`src/rtl/avmm_lvds_bridge_avm_if.sv`:
```
// Master-side endpoint of the AVMM-over-LVDS bridge: pops request packets from a
// show-ahead FIFO, runs them as Avalon-MM transactions and returns responses.
module avmm_lvds_bridge_avm_if #(
  parameter int ADDR_W     = 32,
  parameter int BURSTCNT_W = 8,
  parameter int MAX_BURST  = 128
) (
  input  logic                  clk_i,
  input  logic                  rst_i,
  output logic                  req_rdreq_o,
  input  logic [31:0]           req_q_i,
  input  logic                  req_rdempty_i,
  input  logic [BURSTCNT_W-1:0] req_rdusedw_i,
  output logic [31:0]           resp_data_o,
  output logic                  resp_valid_o,
  output logic [ADDR_W-1:0]     m_address_o,
  output logic [3:0]            m_byteenable_o,
  output logic [BURSTCNT_W-1:0] m_burstcount_o,
  output logic                  m_write_o,
  output logic                  m_read_o,
  output logic [31:0]           m_writedata_o,
  input  logic [31:0]           m_readdata_i,
  input  logic                  m_waitrequest_i,
  input  logic                  m_readdatavalid_i
);

  // Beat/word counter only needs to span the largest legal burst.
  localparam int CNT_W = $clog2(MAX_BURST + 1);

  typedef enum logic [2:0] {
    S_IDLE,
    S_ADDR,
    S_WAIT_WD,
    S_WR,
    S_ACK,
    S_RD_CMD,
    S_RD_DATA,
    S_ERR
  } state_t;

  state_t                  state_q;
  state_t                  state_d;
  logic                    op_wr_q;
  logic [3:0]              be_q;
  logic [BURSTCNT_W-1:0]   bc_q;
  logic [ADDR_W-1:0]       addr_q;
  logic [CNT_W-1:0]        cnt_q;
  logic                    hdr_pop;
  logic                    addr_pop;
  logic                    beat_ok;
  logic                    word_ok;
  logic                    last_cnt;
  logic [15:0]             bc_lo;
  logic                    rd_vld_p0;
  logic [31:0]             rd_data_p0;

  assign last_cnt = (cnt_q == CNT_W'(1));
  assign bc_lo    = 16'(bc_q);

  always_comb begin
    state_d       = state_q;
    req_rdreq_o   = 1'b0;
    m_write_o     = 1'b0;
    m_read_o      = 1'b0;
    m_writedata_o = '0;
    hdr_pop       = 1'b0;
    addr_pop      = 1'b0;
    beat_ok       = 1'b0;
    word_ok       = 1'b0;
    case (state_q)
      S_IDLE: begin
        if (!req_rdempty_i) begin
          req_rdreq_o = 1'b1;
          hdr_pop     = 1'b1;
          state_d     = S_ADDR;
        end
      end
      S_ADDR: begin
        if (!req_rdempty_i) begin
          req_rdreq_o = 1'b1;
          addr_pop    = 1'b1;
          if (bc_q == '0)   state_d = S_ERR;
          else if (op_wr_q) state_d = S_WAIT_WD;
          else              state_d = S_RD_CMD;
        end
      end
      S_WAIT_WD: begin
        // The whole burst must be queued so the FIFO cannot underrun mid-burst.
        if (req_rdusedw_i >= bc_q) state_d = S_WR;
      end
      S_WR: begin
        m_write_o     = 1'b1;
        m_writedata_o = req_q_i;
        beat_ok       = !m_waitrequest_i;
        req_rdreq_o   = !m_waitrequest_i && !req_rdempty_i;
        if (beat_ok && last_cnt) state_d = S_ACK;
      end
      S_ACK: state_d = S_IDLE;
      S_ERR: state_d = S_IDLE;
      S_RD_CMD: begin
        m_read_o = 1'b1;
        word_ok  = m_readdatavalid_i;
        if (word_ok && last_cnt)   state_d = S_IDLE;
        else if (!m_waitrequest_i) state_d = S_RD_DATA;
      end
      S_RD_DATA: begin
        word_ok = m_readdatavalid_i;
        if (word_ok && last_cnt) state_d = S_IDLE;
      end
      default: state_d = S_IDLE;
    endcase
  end

  always_ff @(posedge clk_i or negedge rst_i) begin
    if (!rst_i) begin
      state_q <= S_IDLE;
    end else begin
      state_q <= state_d;
    end
  end

  always_ff @(posedge clk_i or negedge rst_i) begin
    if (!rst_i) begin
      op_wr_q   <= 1'b0;
      be_q      <= '0;
      bc_q      <= '0;
      addr_q    <= '0;
      cnt_q     <= '0;
      rd_vld_p0 <= 1'b0;
    end else begin
      if (hdr_pop) begin
        op_wr_q <= req_q_i[31];
        be_q    <= req_q_i[30:27];
        bc_q    <= req_q_i[BURSTCNT_W-1:0];
      end
      if (addr_pop) begin
        addr_q <= req_q_i[ADDR_W-1:0];
        cnt_q  <= CNT_W'(bc_q);
      end else if (beat_ok || word_ok) begin
        cnt_q <= cnt_q - CNT_W'(1);
      end
      rd_vld_p0 <= word_ok;
    end
  end

  // ---- p0: read data registered one cycle after readdatavalid ----
  always_ff @(posedge clk_i) begin
    if (word_ok) rd_data_p0 <= m_readdata_i;
  end

  assign m_address_o    = addr_q;
  assign m_byteenable_o = be_q;
  assign m_burstcount_o = bc_q;

  always_comb begin
    resp_valid_o = 1'b0;
    resp_data_o  = '0;
    if (rd_vld_p0) begin
      resp_valid_o = 1'b1;
      resp_data_o  = rd_data_p0;
    end else if (state_q == S_ACK) begin
      resp_valid_o = 1'b1;
      resp_data_o  = {16'hA5A5, bc_lo};
    end else if (state_q == S_ERR) begin
      resp_valid_o = 1'b1;
      resp_data_o  = 32'hDEAD_0000;
    end
  end

endmodule

```
`config.mk`:
```
export PLATFORM = sky130hd
export DESIGN_NAME = avmm_lvds_bridge_avm_if
export DESIGN_NICKNAME = d
export VERILOG_FILES = /design/src/rtl/avmm_lvds_bridge_avm_if.sv
export SDC_FILE = /design/constraint.sdc
export NUM_CORES = 1
export LEC_CHECK = 0
export CAP_MARGIN = 40
export CORE_MARGIN = 2
export CORE_UTILIZATION = 38
export CTS_BUF_LIST = sky130_fd_sc_hd__clkbuf_4 sky130_fd_sc_hd__clkbuf_8 sky130_fd_sc_hd__clkbuf_16
export CTS_CLUSTER_SIZE = 8
export DETAILED_ROUTE_END_ITERATION = 16
export PLACE_DENSITY = 0.78
export SLEW_MARGIN = 40
export SYNTH_ARGS = -nofsm -noshare
export SYNTH_HDL_FRONTEND = slang
export SYNTH_SLANG_ARGS = --single-unit
```
`constraint.sdc`:
```
create_clock -name clk_i -period 2.87 [get_ports clk_i]
set_clock_uncertainty 0.2 [all_clocks]
set_input_delay 0.4305 -clock clk_i [delete_from_list [all_inputs] [get_ports clk_i]]
set_output_delay 0.4305 -clock clk_i [all_outputs]
set_load 0.01 [all_outputs]
```
==> run_results.csv <==
group,metric,value,unit
timing,rsz0062_at_grt,"yes",
timing,fin_ws,148,ps
routing,num_vias,3365,
yosys,yosys.area.top_type,"dfrtp_1",
place,dp.cells,663,
clock_tree,clk_pin_slew,90,ps
layout,fin_area,6390,µm²
routing,routed_via_density,4.95,
floorplanning,num_rows,37,
global_route,grt_start_max_net_pins,58,
power,vdd_ir_drop_max,0.473,mV
floorplanning,core-area,10400,µm²
outcome,status,"complete, no violations",
routing,drt-total-wl,11.7,mm
yosys,ys_top_cells_by_area,"dfrtp_1, edfxtp_1, mux2_2, and2_1, nand2_1",
yosys,postSynthAreaPerCell,11.9,µm²
layout,fill_cells,856,
clock_tree,cts_max_path_buffers,2,
power,pwr_density_cell,955,nW/µm²
setup_path,endpoint_kind,"primary output",
clock_tree,cts_tree,"built",
min_path,min_path_type,"in -> async",
clock_tree,insertion_delay,350,ps
yosys,syn-instance-count,344,
global_route,grt.overflow.total,0,
routing,postRouteAntennaNets,0,
layout,drive_gt1_share,14.0,%
layout,final_cell_mix,"clkdlybuf4s50_1, dfrtp_1, and2_1",
floorplanning,die_h,108,µm
clock_tree,cts_sinks,89,
setup_path,r2r_cells,7,
routing,drtIter0Drc,149,
setup_path,start_kind,"register",
place,finalWeightedCongestion,0.881,
clock_tree,clockRootBuffer,"clkbuf_8",
run,cap_viol_max_count,0,
layout,antenna_cells,0,
setup_path,worstSetupPathType,"reg -> out",
yosys,yosys_warnings,0,
global_route,grt_antenna_before_repair,0,
layout,layout_commonest_cell,"clkdlybuf4s50_1",
setup_path,worstPathRequired,2240,ps
place,place_area,6180,µm²
place,portBuffers,188,
floorplanning,io_pins,189,
timing,max_freq,367,MHz
global_route,grt_pass1_wl,17.9,mm
place,dpl_worst_slack,268,ps
power,leakagePower,2.61,nW
routing,drc_errors,0,
timing,setup_viol,0,
clock_tree,numCtsBuffers,9,
layout,regArea,2390,µm²
timing,hold_viol,0,
layout,stdcell_count,680,
floorplanning,die_area,11700,µm²
timing,min_period,2720,ps
layout,syn2layout_area_growth,55.5,%
place,hpwl,8.82,mm
yosys,synth-seq-area-share,58.1,%
timing,slew_headroom,52.1,%
routing,avgRoutedWirePerCell,17.2,µm
clock_tree,htree_levels,3,
routing,drtPass1Iterations,4,
yosys,synth_cell_types,43,
yosys,ys_ff_latch,89,
yosys,synth_nets,431,
yosys,netlist_area,4110,µm²
floorplanning,start_util,39.5,%
floorplanning,die-width,108,µm
layout,nets,627,
setup_path,critPathMaxFanout,35,
timing,tightest_slew,719,ps
yosys,netlist.area_leader.share,34.7,%
timing,finalCritPeriodShare,94.9,%
global_route,grt_use_total,20.0,%
setup_path,cp.arrival,2090,ps
timing,slew_violations,0,
global_route,grt_pass1_vias,3439,
layout,multi_input_area,1630,µm²
-- where the power goes --
part,leakage [nW],internal [mW],switching [mW]
clock network,0.0960,0.366,0.426
registers,0.979,1.82,0.312
logic,1.53,1.75,1.43
total,2.61,3.93,2.17
-- path summary, 6_finish.rpt --
kind | start | endpoint | slack, ps
min reg2reg | m_address_o[6] | m_address_o[6] | 310
max in group asynchronous | rst_i | m_byteenable_o[2] | 1980
min | rst_i | m_address_o[10] | 8
max | state_q[0] | m_writedata_o[4] | 150
min in group clk_i | m_address_o[6] | m_address_o[6] | 310
max reg2reg | m_burstcount_o[5] | state_q[1] | 570
-- routing by layer --
metal | up-vias | share of wire, % | track usage [%]
met4 | 0 | 1.4 | 7.33
met2 | 103 | 53 | 34.6
met3 | 12 | 5.4 | 4.34
met1 | 1655 | 41 | 24.5
met5 | - | 0 | 0
li1 | 1595 | - | -
-- Yosys cell counts --
cell       count
a31oi_1        2
mux2_1         3
nor4_4         1
a221o_1        2
o2111ai_2      1
and4_1         1
nor4b_1        1
nand4b_1       1
o22a_1         1
and2_1        45
o211ai_1       2
xnor2_1        2
nor4_1         3
a211o_1        2
nor3b_1        1
nand2_1       40
nand3b_1       1
a22o_1         1
a21o_1         7
edfxtp_1      32
clkbuf_1      10
mux2i_1        1
mux2_2        38
buf_2          5
nor2_1        12
nand3_1        4
nor2b_1        3
a22oi_1        1
buf_4          1
nand2b_1       4
o31ai_1        1
a21oi_1        3
dfrtp_1       57
ha_1          10
nor3_1         3
nand4_2        1
o22ai_1        1
or4_1          2
o21ai_0       21
a21oi_2        1
inv_1         13
a21boi_0       1
o221ai_1       2
-- sequential cells by signal, indices dropped and copies added (netlist names) --
name and count:
m_address_o 32, rd_data_p0 32, cnt_q 8, m_burstcount_o 8
m_byteenable_o 4, state_q 3, op_wr_q 1, rd_vld_p0 1
-- final cells by class --
class	instances	share of cell area, %
Tap cell	136	2.66
Clock buffer	12	2.49
Clock inverter	3	0.255
Timing Repair Buffer	201	31.0
Sequential cell	89	37.4
Multi-Input combinational cell	226	25.5
Inverter	13	0.764
-- critical path, cell delays in order, from the launching register on --
cell and delay, ps:
dfrtp_1 380, buf_4 190, nand3b_1 140, inv_1 110
buf_8 190, and2_1 150, clkdlybuf4s50_1 570
-- repair_timing --
action,in CTS,in global routing
hold buffers,0,0
setup endpoints to repair,10,42
setup buffers,1,1
cloned,0,0
gates resized for setup,2,3
endpoints found under the hold margin,0,0
-- per-stage QoR --
| stage | hold WS [ps] | TNS [ps] | power [mW] | util, % |
|---|---|---|---|---|
| finish | 7.96 | 0 | 6.10 | 61.3 |
| global route | 71.5 | -0.510 | 6.48 | 61.3 |
| CTS | 35.0 | 0 | 6.14 | 61.2 |
| detailed placement | 292 | 0 | 5.32 | 59.4 |
| global placement | 288 | 0 | 5.22 | 59.4 |
| floorplan | -65.1 | 0 | 3.60 | - |
-- cells by family (layout without fill, tap and decap cells) --
group                    after synthesis  in the layout  synth area share [%]
adder cells (fa/ha/maj)               10             10                  3.04
multiplexers                          42             42                  11.5
AND/OR/NAND/NOR                      123            123                  16.2
AO/OA/AOI/OAI                         49             49                  7.91
XOR/XNOR                               2              2                 0.426
flip-flops                            89             89                  58.1
buffers and inverters                 29            229                  2.89
No activity file was read; power rests on OpenSTA's default activity.
